===== src/rtl/fifo_pkg.sv =====
// Shared definitions for the FIFO family: depth/width helpers and common flag names.
// Imported by sync_fifo and sync_fifo_mem.
package fifo_pkg;

   // Number of storage entries for a given pointer size.
   function automatic int unsigned fifo_depth(input int unsigned ps);
      return 32'd1 << ps;
   endfunction

   // Pointers and the fill count carry one extra wrap bit above the address.
   function automatic int unsigned ptr_width(input int unsigned ps);
      return ps + 1;
   endfunction

   typedef enum logic [2:0] {
      FLAG_WFULL        = 3'd0,
      FLAG_REMPTY       = 3'd1,
      FLAG_ALMOST_FULL  = 3'd2,
      FLAG_ALMOST_EMPTY = 3'd3,
      FLAG_OVERFLOW     = 3'd4,
      FLAG_UNDERFLOW    = 3'd5
   } fifo_flag_e;

   localparam int unsigned FIFO_FLAG_COUNT = 6;

endpackage


===== src/rtl/sync_fifo_mem.sv =====
// Storage array for sync_fifo: one synchronous write port, one asynchronous read port.
// Contents are deliberately not reset.
module sync_fifo_mem
   import fifo_pkg::*;
#(
   parameter int dw = 8,
   parameter int ps = 4
) (
   input  logic          clk,
   input  logic          we,
   input  logic [ps-1:0] waddr,
   input  logic [dw-1:0] wdata,
   input  logic [ps-1:0] raddr,
   output logic [dw-1:0] rdata
);

   localparam int unsigned DEPTH = fifo_depth(ps);

   logic [dw-1:0] mem [DEPTH];

   always_ff @(posedge clk) begin
      if (we) mem[waddr] <= wdata;
   end

   assign rdata = mem[raddr];

endmodule


===== src/rtl/sync_fifo.sv =====
// Single-clock FIFO with fill count, almost thresholds, sticky over/underflow and flush.
// Define SYNC_FIFO_FWFT_EN for first-word-fall-through reads; default is a registered read.
module sync_fifo
   import fifo_pkg::*;
#(
   parameter int dw    = 8,
   parameter int ps    = 4,
   parameter int af_th = 14,
   parameter int ae_th = 2
) (
   input  logic          clk,
   input  logic          rst_n,
   input  logic          clr,
   input  logic          winc,
   input  logic [dw-1:0] wdata,
   output logic          wfull,
   input  logic          rinc,
   output logic [dw-1:0] rdata,
   output logic          rempty,
   output logic          almost_full,
   output logic          almost_empty,
   output logic [ps:0]   count,
   output logic          overflow,
   output logic          underflow
);

   localparam int unsigned PW    = ptr_width(ps);
   localparam logic [ps:0] DEPTH = PW'(fifo_depth(ps));
   localparam logic [ps:0] AF    = PW'(af_th);
   localparam logic [ps:0] AE    = PW'(ae_th);
   localparam logic [ps:0] ONE   = PW'(1);

   logic [ps:0]   wptr, rptr;
   logic          wr_en, rd_en;
   logic [dw-1:0] mem_rdata;

   // Handshake: winc/rinc are requests. A transfer happens on the rising edge
   // when the request is high and the opposing flag (wfull for writes, rempty
   // for reads) is low in that same cycle; clr blocks both. A request against
   // an asserted flag is dropped and only sets the matching sticky flag.
   assign wr_en = winc && !wfull  && !clr;
   assign rd_en = rinc && !rempty && !clr;

   // Flags come straight from the registered pointers, so they move the cycle
   // after the accepted operation and clear instantly with rst_n.
   assign count        = wptr - rptr;
   assign wfull        = (count == DEPTH);
   assign rempty       = (count == '0);
   assign almost_full  = (count >= AF);
   assign almost_empty = (count <= AE);

   always_ff @(posedge clk or negedge rst_n) begin
      if (!rst_n) begin
         wptr      <= '0;
         rptr      <= '0;
         overflow  <= 1'b0;
         underflow <= 1'b0;
      end else if (clr) begin
         wptr      <= '0;
         rptr      <= '0;
         overflow  <= 1'b0;
         underflow <= 1'b0;
      end else begin
         if (wr_en) wptr <= wptr + ONE;
         if (rd_en) rptr <= rptr + ONE;
         if (winc && wfull)  overflow  <= 1'b1;
         if (rinc && rempty) underflow <= 1'b1;
      end
   end

   sync_fifo_mem #(
      .dw (dw),
      .ps (ps)
   ) u_mem (
      .clk   (clk),
      .we    (wr_en),
      .waddr (wptr[ps-1:0]),
      .wdata (wdata),
      .raddr (rptr[ps-1:0]),
      .rdata (mem_rdata)
   );

`ifdef SYNC_FIFO_FWFT_EN
   // Head of the queue is always presented; rinc acknowledges it.
   assign rdata = mem_rdata;
`else
   logic [dw-1:0] rdata_q;

   always_ff @(posedge clk or negedge rst_n) begin
      if (!rst_n) begin
         rdata_q <= '0;
      end else if (clr) begin
         rdata_q <= '0;
      end else if (rd_en) begin
         rdata_q <= mem_rdata;
      end
   end

   assign rdata = rdata_q;
`endif

endmodule


===== config.mk =====
export PLATFORM = sky130hd
export DESIGN_NAME = sync_fifo
export DESIGN_NICKNAME = d
export VERILOG_FILES = /design/src/rtl/fifo_pkg.sv /design/src/rtl/sync_fifo_mem.sv /design/src/rtl/sync_fifo.sv
export SDC_FILE = /design/constraint.sdc
export NUM_CORES = 1
export LEC_CHECK = 0
export CORE_MARGIN = 5
export CORE_UTILIZATION = 60
export DETAILED_ROUTE_END_ITERATION = 10
export GPL_ROUTABILITY_DRIVEN = 0
export PLACE_DENSITY = 0.87
export SLEW_MARGIN = 40
export SYNTH_ARGS = -nofsm -noshare
export SYNTH_HDL_FRONTEND = slang
export SYNTH_SLANG_ARGS = --single-unit

===== constraint.sdc =====
create_clock -name clk -period 3.99 [get_ports clk]
set_clock_uncertainty 0.05 [all_clocks]
set_input_delay 0.399 -clock clk [delete_from_list [all_inputs] [get_ports clk]]
set_output_delay 0.399 -clock clk [all_outputs]
set_load 0.02 [all_outputs]

==> summary.md <==
| Metric | Value |
|---|---|
| Outcome | completed |
| # setup viols final | 0 |
| Lkg Pwr | 0.00254 uW |
| Core Region | 0.0103 sq mm |
| Detail Placement HPWL | 8.90 mm |
| Final Instance Area | 0.00744 sq mm |
| Tmin final | 3.76 ns |
| Worst-skew pair later-pin latency | 0.52 ns |
| Final antenna-violating net count | 0 |
| Area of placed instances | 0.00687 sq mm |
| Via Count | 3663 |
| Routed WL per cell | 25.7 um |
| Starting Density | 61.4% |
| RSZ-0062 raised after global routing | false |
| R2r worst-path depth | 10 |
| Mean Syn Cell Area | 18.0 sq um |
| Setup TNS | 0 ns |
| Post-synthesis register bit count | 148 |
| Max Clk Rate | 266 MHz |
| Largest net degree at the start of global routing | 37 |
| Top_reg_cell synth | edfxtp_1 |
| Pre-antenna DRT Iters | 5 |
| Setup crit start | wptr[0] |
| CP required | 3.54 ns |
| Area grow syn2layout | 17.9% |
| Crit share post-route | 94.1% |
| Drt drc | 0 |
| Max IR drop VDD | 632 uV |
| FF-to-FF Start | wptr[0] |
| Fillcell total | 594 |
| HP Class | in -> async |
| Post-Syn Nets | 374 |
| EDFF count, synth | 128 |
| Final Max Tran Viols | 0 |
| I/O Buffers | 31 |
| Die width | 113 um |
| Detailed Route WL | 14.3 mm |
| Hold Vio Cnt, Final | 0 |
| Pwr Total | 5170 uW |
| Share of cells above drive strength 1 | 24.9% |
| # nets final | 431 |
| Clock buffer depth | 2 |
| Relative slew slack | 48.0% |
| Crit start category | flip-flop |
| Worst-margin pin slew | 0.777 ns |
| CP arrival | 3.31 ns |
| N_diodes | 0 |
| Via density | 6.58 |
| Worst reg-to-reg setup slack | 0.67 ns |
| Crit Path Class | reg -> out |
| IO Count | 32 |
| CTS buffer count | 17 |
| Ys async rst share | 13.5% |
| Seq/Total Area, Yosys | 68.9% |
| Initial antenna violation count | 0 |
| Die H | 113 um |
| Syn. warnings | 0 |
| Initial detailed-routing violation count | 432 |
| Syn Inst Count | 351 |
| All-Layer GR Usage | 23.8% |
| Level count of the clock H-tree | 4 |
| Rows | 37 |
| RR Endpoint | u_mem.mem[2][5] |
| CTS tree | yes |
| Max Cap Violations | 0 |
| Reg clk slew, reported paths | 0.06 ns |
| Power Dens Cells | 695 mW/mm^2 |
| Crit-path max FO | 18 |
| First-pass GRT wire length | 22.4 mm |
| Crit end category | output port |
| Root Buffer | clkbuf_8 |
| Clock tree sinks | 148 |
| Total gr overflow | 0 |
| Die area | 0.0127 sq mm |
| Distinct cells, synth | 48 |
| Vias in the first global route | 3785 |
| Mapped Area | 0.00631 sq mm |
| Postcts setup bufs | 0 |
==> flip-flops by register name, summed over array words and instances, names as in the netlist <==
signal	count
u_mem.mem	128
rdata	8
rptr	5
wptr	5
overflow	1
underflow	1
==> through the flow <==
stage / util [%] / setup WS, ns / hold slack [ns] / std cells
after floorplan: - / 0.455 / 0.0534 / 351
after global placement: 66.9 / 0.762 / 0.430 / 524
after detailed placement: 66.8 / 0.622 / 0.333 / 524
after CTS: 72.3 / 0.0683 / 0.320 / 557
after global routing: 72.4 / 0.104 / 0.357 / 557
final: 72.4 / 0.234 / 0.326 / 557
==> synthesized netlist by cell type (2+ instances only) <==
library cell	n	area, sq um
a31oi_1	2	12.5
edfxtp_1	128	3840
nor4_1	2	12.5
mux4_2	32	721
o2111ai_1	2	17.5
nand3_1	6	30.0
a41oi_1	8	70.1
inv_1	7	26.3
nand4_1	2	12.5
a221oi_1	8	70.1
and2_1	9	56.3
nand2_1	6	22.5
clkbuf_1	9	33.8
dfrtp_1	20	500
mux2_1	4	45.0
a22o_1	8	70.1
a21boi_2	2	22.5
o21ai_0	8	40.0
ha_1	9	113
buf_4	2	15.0
a21oi_1	5	25.0
buf_2	3	15.0
o31ai_1	2	15.0
nor2_1	29	109
nor3_1	8	40.0
nor2b_1	5	31.3
mux2_2	4	45.0
==> routing by layer <==
layer,track usage (%),up-vias,wire [um]
li1,-,1540,-
met1,30.0,1856,5380
met2,40.2,229,7400
met3,5.12,38,1030
met4,10.0,0,504
met5,0,-,0
==> critical path, cell delays in order, from the launching register on <==
cell	delay, ns
dfrtp_1	0.43
inv_1	0.12
ha_1	0.22
fa_1	0.48
nand2b_2	0.24
a21oi_4	0.19
xor2_4	0.20
buf_4	0.29
nor2_1	0.09
clkdlybuf4s50_1	0.54
==> power by group <==
| part | switching [uW] | internal (uW) |
|---|---|---|
| registers | 57.1 | 1770 |
| logic | 1040 | 806 |
| clock network | 656 | 842 |
==> worst max-delay path by stage <==
stage                           end  slack (ns)
floorplan           u_mem.mem[1][0]        0.46
detailed placement     almost_empty        0.62
finish                        wfull        0.23
global placement       almost_empty        0.76
CTS                    almost_empty        0.07
global route                  wfull        0.10
==> logic make-up (layout without fill, tap and decap cells) <==
logic type	Yosys count	after routing	share of synthesized area (%)
compound gates	53	53	7.26
xor+xnor	4	4	1.27
fa+ha+maj	10	10	2.10
buf+inv	24	94	1.77
flops	148	148	68.9
mux	42	42	13.3
simple gates	70	70	5.43
==> area by class of cell <==
class,count,area [sq um],area share (%)
sequential,148,4350,58.4
multi-input combinational,179,1850,24.9
timing repair buffer,53,475,6.39
clock buffer,17,414,5.57
tap,136,170,2.29
clock inverter,15,141,1.90
inverter,9,36.3,0.488
==> timing repair <==
item | CTS | global route
hold endpoints to repair | 20 | 0
endpoints found under the setup margin | 0 | 1
resized for setup | 0 | 1
hold buffers | 1 | 0
==> cell usage in the layout (no fill, tap or decap), types with 4 or more instances in the layout <==
cell type / synthesis / final
a21oi_1: 5 / 5
a221oi_1: 8 / 8
a22o_1: 8 / 8
a41oi_1: 8 / 8
and2_1: 9 / 9
buf_4: 2 / 21
clkbuf_16: 0 / 16
clkdlybuf4s50_1: 0 / 29
clkinv_1: 1 / 4
dfrtp_1: 20 / 19
edfxtp_1: 128 / 128
ha_1: 9 / 9
inv_1: 7 / 7
inv_6: 0 / 6
mux2_1: 4 / 4
mux2_2: 4 / 4
mux4_2: 32 / 32
nand2_1: 6 / 6
nand3_1: 6 / 6
nor2_1: 29 / 29
nor2b_1: 5 / 5
nor3_1: 8 / 8
o21ai_0: 8 / 8
No activity file was read; power rests on OpenSTA's default activity.
==> RTL edit: new RTL, same flow settings <==
`ps` is set to 4 in 2 places; all go to 5.
--- a/src/rtl/sync_fifo_mem.sv
+++ b/src/rtl/sync_fifo_mem.sv
@@ -4,7 +4,7 @@
    import fifo_pkg::*;
 #(
    parameter int dw = 8,
-   parameter int ps = 4
+   parameter int ps = 5
 ) (
    input  logic          clk,
    input  logic          we,
--- a/src/rtl/sync_fifo.sv
+++ b/src/rtl/sync_fifo.sv
@@ -4,7 +4,7 @@
    import fifo_pkg::*;
 #(
    parameter int dw    = 8,
-   parameter int ps    = 4,
+   parameter int ps    = 5,
    parameter int af_th = 14,
    parameter int ae_th = 2
 ) (
Ports: changed (resized count); port bits go from 32 to 33. The function was not compared with the original's and may differ.
==> RTL edit against the original RTL <==
  * Synthesized cell count is 81% higher
  * Clock power is 67% higher
  * Cell area is 75% higher
  * Sequential power is 83% higher
  * Non-clock buffer count is 24 higher
  * Total power is 52% higher
  * Via count is 76% higher
  * Wire length is 80% higher
  * Sequential cell count is 130 higher
  * Register-to-register slack worse by 480 ps
  * Synthesized area is 80% higher
  * Die area is 72% higher
  * Worst setup slack worse by 70 ps
  * Critical path type unchanged
  * Largest cell class unchanged
  * Highest routed layer unchanged
==> RTL edit: results (changes against the original RTL) <==
- Outcome: complete, no violations (unchanged).
- The highest net fanout along the worst path was 12 (was 18).
- The post-synthesis cell count is 636 (was 351).
- The number of cells in the design after placement is 912 (was 524).
- The via count was 6443 (was 3663).
- The sequential fraction of the synthesis area was 0.725 (was 0.689).
- The routing usage on met1 came to 0.333 (was 0.300).
- The combinational power came to 2.01 mW (was 1.84 mW).
- The cell chosen for the clock root is sky130_fd_sc_hd__clkbuf_16 (was sky130_fd_sc_hd__clkbuf_8).
- The number of filler cells placed in the layout is 1073 (was 594).
- The largest delay contributor family on the critical path is compound AO/OA/AOI/OAI gates (was buffers and inverters).
- The placed instance area is 12100 µm² (was 6870 µm²).
- The maximum count of clock buffers along a single path is 3 (was 2).
- The largest net degree at the start of global routing is 45 (was 37).
- The aggregate routed wire length is 25800 µm (was 14300 µm).
- The number of buffers added on ports was 32 (was 31).
- The number of distinct library cells after synthesis came to 55 (was 48).
- The leakage power figure is 4.28 nW (was 2.54 nW).
- The level count of the clock H-tree is 1 (was 4).
- The total track usage is 0.243 (was 0.238).
- The worst slew slack as a fraction of its limit is 0.460 (was 0.480).
- The synthesis-to-finish area growth is 14.4% (was 17.9%).
- The number of clock buffers inserted by TritonCTS came to 26 (was 17).
- The met3 layer usage reported by global route is 0.0420 (was 0.0512).
- The power in sequential cells was 3.34 mW (was 1.83 mW).
- The delay of the slowest cell on the worst path is 640 ps (was 540 ps).
- The capturing element of the worst setup path is almost_full (was wfull).
- The final-stage net count was 734 (was 431).
## RTL edit: cells by family (layout without fill, tap and decap cells)
group                    Yosys count  in the layout  share of synthesized area
XOR/XNOR                           7              7                    0.00539
flip-flops                       278            278                      0.725
adder cells (fa/ha/maj)           11             11                     0.0128
AO/OA/AOI/OAI                     81             81                     0.0508
AND/OR/NAND/NOR                  119            119                     0.0533
multiplexers                     101            101                      0.136
buffers and inverters             39            130                     0.0176
## RTL edit: area by class of cell
cell class | instances | share of cell area
Multi-Input combinational cell | 319 | 0.227
Clock buffer | 30 | 0.0512
Clock inverter | 15 | 0.0157
Sequential cell | 278 | 0.634
Timing Repair Buffer | 77 | 0.0476
Tap cell | 234 | 0.0225
Inverter | 8 | 0.00240
## RTL edit: timing repair
action                     CTS  global route
pin swaps                    1             0
setup endpoints to repair    3             3
buffers inserted             1             2
hold buffers                 1             0
gates resized for setup      5             2
hold endpoints to repair    22             0
